[src/rtl/switch_conditioner.sv]
// Multi-channel switch conditioner: synchroniser, polarity fix, counter debouncer,
// rise/fall pulses, and a stretched reset request from one selected channel.
module switch_conditioner #(
  parameter int                  CHANNELS        = 10,
  parameter int                  SYNC_STAGES     = 3,
  parameter int                  DEBOUNCE_CYCLES = 16,
  parameter logic [CHANNELS-1:0] INVERT          = '0,
  parameter int                  RESET_CH        = 0,
  parameter int                  RESET_HOLD      = 8
) (
  input  logic                clk_i,
  input  logic                rst_i,
  input  logic [CHANNELS-1:0] sw_i,
  output logic [CHANNELS-1:0] sw_o,
  output logic [CHANNELS-1:0] sw_rise_o,
  output logic [CHANNELS-1:0] sw_fall_o,
  output logic                sw_changed_o,
  output logic                rst_req_o
);

  localparam int CNT_W  = (DEBOUNCE_CYCLES > 1) ? $clog2(DEBOUNCE_CYCLES) : 1;
  localparam int HOLD_W = (RESET_HOLD > 0) ? $clog2(RESET_HOLD + 1) : 1;
  localparam logic [CNT_W-1:0]  CNT_MAX   = CNT_W'(DEBOUNCE_CYCLES - 1);
  localparam logic [HOLD_W-1:0] HOLD_LOAD = HOLD_W'(RESET_HOLD);

  if (CHANNELS < 1) begin : g_bad_channels
    $error("switch_conditioner: CHANNELS must be >= 1");
  end
  if (SYNC_STAGES < 2) begin : g_bad_sync
    $error("switch_conditioner: SYNC_STAGES must be >= 2");
  end
  if (DEBOUNCE_CYCLES < 1) begin : g_bad_debounce
    $error("switch_conditioner: DEBOUNCE_CYCLES must be >= 1");
  end
  if (RESET_CH < 0 || RESET_CH >= CHANNELS) begin : g_bad_reset_ch
    $error("switch_conditioner: RESET_CH must be in [0, CHANNELS)");
  end
  if (RESET_HOLD < 0) begin : g_bad_hold
    $error("switch_conditioner: RESET_HOLD must be >= 0");
  end

  logic [CHANNELS-1:0] sync_q [SYNC_STAGES];
  logic [CNT_W-1:0]    cnt_q  [CHANNELS];
  logic [HOLD_W-1:0]   hold_q;
  logic [HOLD_W-1:0]   hold_d;
  logic [CHANNELS-1:0] s;
  logic [CHANNELS-1:0] done;
  logic [CHANNELS-1:0] sw_d;
  logic [CHANNELS-1:0] rise_d;
  logic [CHANNELS-1:0] fall_d;
  logic                req_d;

  always_comb begin
    // NOTE: every combinational output gets a default first so no path can infer a latch.
    done = '0;
    s    = sync_q[SYNC_STAGES-1] ^ INVERT;
    for (int n = 0; n < CHANNELS; n++) begin
      done[n] = (s[n] != sw_o[n]) && (cnt_q[n] == CNT_MAX);
    end
    sw_d   = sw_o ^ done;
    rise_d = done & s;
    fall_d = done & ~s;

    if (rise_d[RESET_CH])      hold_d = '0;
    else if (fall_d[RESET_CH]) hold_d = HOLD_LOAD;
    else if (hold_q != '0)     hold_d = hold_q - HOLD_W'(1);
    else                       hold_d = hold_q;

    // Registering the OR of next-state terms keeps rst_req_o a single flop output.
    req_d = sw_d[RESET_CH] | (hold_d != '0);
  end

  // NOTE: sequential state uses non-blocking assignments only, so every flop samples pre-edge values.
  always_ff @(posedge clk_i) begin
    if (rst_i) begin
      // NOTE: the sync chain and counters are small flop arrays, not RAM, so they are reset explicitly.
      // Sync flops reset to the idle raw level so active-low channels read as released.
      for (int i = 0; i < SYNC_STAGES; i++) sync_q[i] <= INVERT;
      for (int n = 0; n < CHANNELS; n++) cnt_q[n] <= '0;
      sw_o      <= '0;
      sw_rise_o <= '0;
      sw_fall_o <= '0;
      hold_q    <= '0;
      rst_req_o <= 1'b0;
    end else begin
      sync_q[0] <= sw_i;
      for (int i = 1; i < SYNC_STAGES; i++) sync_q[i] <= sync_q[i-1];
      for (int n = 0; n < CHANNELS; n++) begin
        if (s[n] == sw_o[n] || done[n]) cnt_q[n] <= '0;
        else                            cnt_q[n] <= cnt_q[n] + CNT_W'(1);
      end
      sw_o      <= sw_d;
      sw_rise_o <= rise_d;
      sw_fall_o <= fall_d;
      hold_q    <= hold_d;
      rst_req_o <= req_d;
    end
  end

  assign sw_changed_o = |(sw_rise_o | sw_fall_o);

endmodule

[config.mk]
export PLATFORM = sky130hd
export DESIGN_NAME = switch_conditioner
export DESIGN_NICKNAME = d
export VERILOG_FILES = /design/src/rtl/switch_conditioner.sv
export SDC_FILE = /design/constraint.sdc
export NUM_CORES = 1
export LEC_CHECK = 0
export ABC_AREA = 1
export CORE_AREA = 2 2 99 101
export DETAILED_ROUTE_END_ITERATION = 10
export DIE_AREA = 0 0 101 103
export SLEW_MARGIN = 20
export SYNTH_ARGS = -nofsm -noshare
export SYNTH_HDL_FRONTEND = slang
export SYNTH_SLANG_ARGS = --single-unit
[constraint.sdc]
create_clock -name clk_i -period 2.05 [get_ports clk_i]
set_input_delay 0.205 -clock clk_i [delete_from_list [all_inputs] [get_ports clk_i]]
set_output_delay 0.205 -clock clk_i [all_outputs]
set_load 0.02 [all_outputs]
==> summary.txt, run 1 <==
share of the synthesized area in the top cell type: 31.6%
VDD IR max: 0.355 mV
die span in y: 103 µm
slowest stage cell, crit path: clkdlybuf4s50_1
period utilisation layout: 80.6%
Worst-path clk slew: 0.09 ns
kind of critical path: reg2out
number of H-tree levels: 3
Final setup viols: 0
sequential element share of the synthesized area: 60.9%
fin crit period: 1.65 ns
row count: 36
Die Area: 0.0104 mm²
status: complete, no violations
Starting Density: 43.5%
max cap viols: 0
final slew viol count: 0
largest net degree at the start of global routing: 26
GP Congestion: 0.715
vias: 2730
Buf/Inv on CP: 1
GRT Util Overall: 14.0%
synth cell count leaders: nor2_1 (79), inv_1 (66), dfxtp_1 (65)
biggest area consumer among synthesized cells: dfxtp_1
CTS max path bufs: 2
Vias per Instance: 4.45
Setup crit end kind: output port
Crit path required time: 1.85 ns
share of cells above drive strength 1: 8.02%
root buf cell: clkbuf_8
hold_ws: 0.241 ns
drt first pass iters: 5
cts bufs inserted: 9
CP Cell Sequence: clkdlybuf4s50_1
Place WS: 0.487 ns
Inst Count DP: 597
leakage: 0.00202 µW
Worst path max stage delay: 0.65 ns
area grow syn2layout: 21.8%
Post-DRT Antenna Nets: 0
number of synthesized flops with an enable pin: 40
Core Region: 0.00946 mm²
Worst setup SP type: flop
Post-CTS Hold Buffers: 0
PnR Total Power: 4100 µW
worst-path fanout max: 5
CTS tree: done
Synth Cell Area: 0.00411 mm²
drt initial violations: 90
ys async rst share: 0%
final cell count without fillers: 613
Avg Cell Area, Syn: 10.1 µm²
predominant post-synthesis flop cell: dfxtp_1
ant diodes: 0
Yosys cell types: 29
PortBufs: 43
die extent in x: 101 µm
Final Hold Viols: 0
cell family with most CP delay: buffers and inverters
Fin Setup TNS: 0 ns
FMAX: 605 MHz
most numerous cell in the Yosys netlist: nor2_1
total wire length: 6720 µm
Hold Path Class: in2reg
Worst Slack Setup Final: 0.398 ns
Clock Latency Late Sink: 0.36 ns
Clock Skew: 0.0165 ns
# clock sinks: 105
Mapped Cells: 406
WP data arrival: 1.45 ns
drc violations: 0
WL per Instance: 11.0 µm
Synth area leaders: dfxtp_1 (32%), edfxtp_1 (29%), nor2_1 (7.2%), inv_1 (6.0%), ha_1 (3.3%)
initial antenna violation count: 0
Nets: 517
IO Pins: 44
vias in the first global route: 2434
warning count from the yosys run: 0
global-route wire length before repair: 11100 µm
post-synthesis register bit count: 105
RSZ-0062 raised after global routing: false
fillers: 885
DP HPWL: 4980 µm
Pwr Density: 819 mW/mm²
global route overflow: 0
through the flow:
stage / utilization, % / area [µm²]
after CTS: 52.8 / 5000
after detailed placement: 50.5 / 4780
after floorplan: - / 4260
after global routing: 52.9 / 5010
final: 52.9 / 5010
after global placement: 50.5 / 4780
report_power, final:
group | internal, µW | switching, µW | total (µW)
combinational | 167 | 247 | 414
sequential | 2260 | 57.5 | 2310
clock | 724 | 646 | 1370
final cells by class:
type | count | area, µm² | share of cell area, %
sequential | 105 | 2500 | 50.0
multi-input combinational | 263 | 1430 | 28.6
timing repair buffer | 46 | 450 | 9.00
tap | 114 | 143 | 2.85
inverter | 69 | 260 | 5.20
clock inverter | 3 | 67.6 | 1.35
clock buffer | 13 | 149 | 2.97
cells by family after synthesis:
| logic type | count (synthesis) | synth area share [%] |
|---|---|---|
| other cells | 1 | 0.0912 |
| flops | 105 | 60.9 |
| fa+ha+maj | 11 | 3.35 |
| simple gates | 151 | 16.6 |
| buf+inv | 77 | 7.97 |
| compound gates | 41 | 6.88 |
| xor+xnor | 20 | 4.26 |
layer usage:
layer  vias to the layer above  track usage, %  wire [µm]
met4                         0            5.93         78
met1                      1209            18.6       3310
met2                        52            21.3       2950
met5                         -               0          0
met3                         6            4.20        377
li1                       1463               -          -
placed cells by master, fill, tap and decap left out, drive strengths merged:
| cell | synthesis | final |
|---|---|---|
| clkinv | 1 | 1 |
| ha | 11 | 11 |
| buf | 8 | 4 |
| inv | 68 | 68 |
| bufinv | 0 | 2 |
| edfxtp | 40 | 40 |
| a21oi | 20 | 20 |
| xnor2 | 10 | 10 |
| clkdlybuf4s50 | 0 | 41 |
| o21ai | 11 | 11 |
| xor2 | 10 | 10 |
| nand3 | 26 | 26 |
| clkinvlp | 0 | 1 |
| nand2 | 19 | 19 |
| nand4 | 2 | 2 |
| o21bai | 1 | 1 |
| conb | 1 | 40 |
| nor4 | 21 | 21 |
| nor3 | 2 | 2 |
| dlymetal6s2s | 0 | 1 |
| nor2 | 81 | 81 |
| clkbuf | 0 | 13 |
| o211ai | 9 | 9 |
| dfxtp | 65 | 65 |
path summary, 6_finish.rpt:
| check | startpoint | end | slack [ns] | cells after the start |
|---|---|---|---|---|
| worst max register to register | cnt_q[0][0] | rst_req_o | 0.71 | 7 |
| worst min-delay path | rst_i | hold_q[2] | 0.24 | 2 |
| worst min register to register | sync_q[0][1] | sync_q[0][11] | 0.40 | 2 |
| worst max-delay path | flop | sw_o[4] | 0.40 | 1 |
what timing repair did:
item                       CTS  global route
resized for setup            0             2
buffers inserted             0             0
setup endpoints to repair    0             1
flip-flops by register name (all words and copies together) (netlist names), named ones only:
register	cells
cnt_q	40
sync_q	30
sw_rise_o	10
rst_req_o	1
sw_fall_o	10
hold_q	4
sw_o	1
(Power assumes the default switching activity.)
==> inputs of run 2 (changes only) <==
Clock period 2.05 ns to 1.6 ns, I/O delays scaled along.
==> summary.txt, run 2 (synthesis gave the netlist of run 1 again) <==
Fin Setup TNS: 0 ns
GP Congestion: 0.746
vias: 2733
R2R depth: 7
fin crit period: 1.52 ns
Nets: 518
number of H-tree levels: 3
final slew viol count: 0
Hold Path Stages: 2
GRT Util Overall: 14.6%
most common cell after layout, fill and taps aside: nor2_1
Worst setup SP type: flop
fillers: 885
drc violations: 0
critical hold path startpoint: rst_i
Worst-path clk slew: 0.09 ns
largest net degree at the start of global routing: 24
IO Pins: 44
Largest Register: cnt_q
share of cells above drive strength 1: 9.00%
global-route wire length before repair: 11800 µm
die extent in x: 101 µm
cts bufs inserted: 9
RSZ-0062 raised after global routing: false
Final setup viols: 0
die span in y: 103 µm
Core Region: 0.00946 mm²
Post-DRT Antenna Nets: 0
commonest non-fill, non-tap cells in the layout: nor2_1 (78), inv_1 (66), dfxtp_1 (65), edfxtp_1 (40), conb_1 (40)
drt initial violations: 55
VDD IR max: 0.454 mV
Pwr Density: 1030 mW/mm²
WP data arrival: 1.36 ns
ant diodes: 0
Vias per Instance: 4.45
R2R Path Start: cnt_q[0][0]
cell family with most CP delay: buffers and inverters
Die Area: 0.0104 mm²
Crit path required time: 1.44 ns
leakage: 0.00207 µW
largest registers: cnt_q x40, sync_q x30
Starting Density: 43.5%
status: complete, no violations
slowest stage cell, crit path: clkdlybuf4s50_1
period utilisation layout: 95.0%
max cap viols: 0
Worst R2R Setup Slack: 0.27 ns
final core utilization: 52.9%
worst hold endpoint: sw_rise_o[6]
Buf/Inv on CP: 1
# clock sinks: 105
Clock Skew: 0.0107 ns
area grow syn2layout: 21.6%
CTS max path bufs: 2
FMAX: 658 MHz
WL per Instance: 11.2 µm
Clock Latency Late Sink: 0.35 ns
CTS tree: done
Worst path max stage delay: 0.62 ns
Setup crit end kind: output port
kind of critical path: reg2out
global route overflow: 0
DP HPWL: 5170 µm
PortBufs: 43
Largest register FFs: 40
worst-path fanout max: 5
Hold Path Class: in2reg
Post-CTS Hold Buffers: 0
root buf cell: clkbuf_8
initial antenna violation count: 0
CP Cell Sequence: clkdlybuf4s50_1
worst reg2reg path endpoint: rst_req_o
total wire length: 6910 µm
vias in the first global route: 2551
drt first pass iters: 4
Final Hold Viols: 0
row count: 36
-- run 2: through the flow --
stage,power (µW),std cells,hold WS (ns),setup WS (ns),area (µm²)
after global routing,5440,614,0.145,0.0136,5000
after floorplan,3420,445,0.267,0.381,4260
after global placement,3540,598,0.389,0.0918,4790
after CTS,5230,614,0.136,0.00301,5000
after detailed placement,3560,598,0.397,0.0934,4790
final,5170,614,0.149,0.0795,5000
-- run 2: cell type report --
type                    instances  area (µm²)  area share (%)
clock buffers                  11         153            3.05
inverters                      69         260            5.20
clock inverters                 5        52.6            1.05
well taps                     114         143            2.85
flip-flops and latches        105        2500            50.0
multi-input cells             263        1440            28.8
repair buffers                 47         448            8.96
-- run 2: metal layers --
layer | GRT usage, % | vias to the layer above | wire length, µm
li1 | - | 1461 | -
met3 | 4.14 | 9 | 369
met1 | 19.3 | 1215 | 3440
met4 | 5.93 | 0 | 117
met5 | 0 | - | 0
met2 | 22.8 | 48 | 2980
-- run 2: what timing repair did --
action | CTS | global route
gates resized for setup | 11 | 3
setup endpoints to repair | 7 | 3
pin swaps | 0 | 0
buffers inserted | 0 | 0
-- run 2: worst reg2reg max path, cell delays in order (launching register included) --
cell,delay [ns]
edfxtp_1,0.43
ha_1,0.26
nand3_2,0.15
clkinv_2,0.07
nand2_2,0.09
nand2_2,0.07
o21bai_1,0.15
nand3_1,0.07
-- run 2: where the power goes --
group	switching, µW	internal, µW	leakage [µW]
sequential	74.9	2890	0.000943
combinational	313	216	0.00103
clock	855	813	0.000102
total	1240	3920	0.00207
-- run 2: worst max-delay path by stage --
stage | start | end | slack (ns) | cells after the start
detailed placement | sw_fall_o[4] | sw_changed_o | 0.09 | 3
global route | flop | sw_o[6] | 0.01 | 1
CTS | flop | sw_o[7] | 0.003 | 1
global placement | sw_fall_o[4] | sw_changed_o | 0.09 | 3
floorplan | cnt_q[0][0] | rst_req_o | 0.38 | 7
finish | flop | sw_o[6] | 0.08 | 1
==> inputs of run 3 (changes only) <==
Settings changed: CTS_CLUSTER_SIZE set to 16.
==> results of run 3 <==
No change in the layout: final DEF, timing and power equal those of run 2.
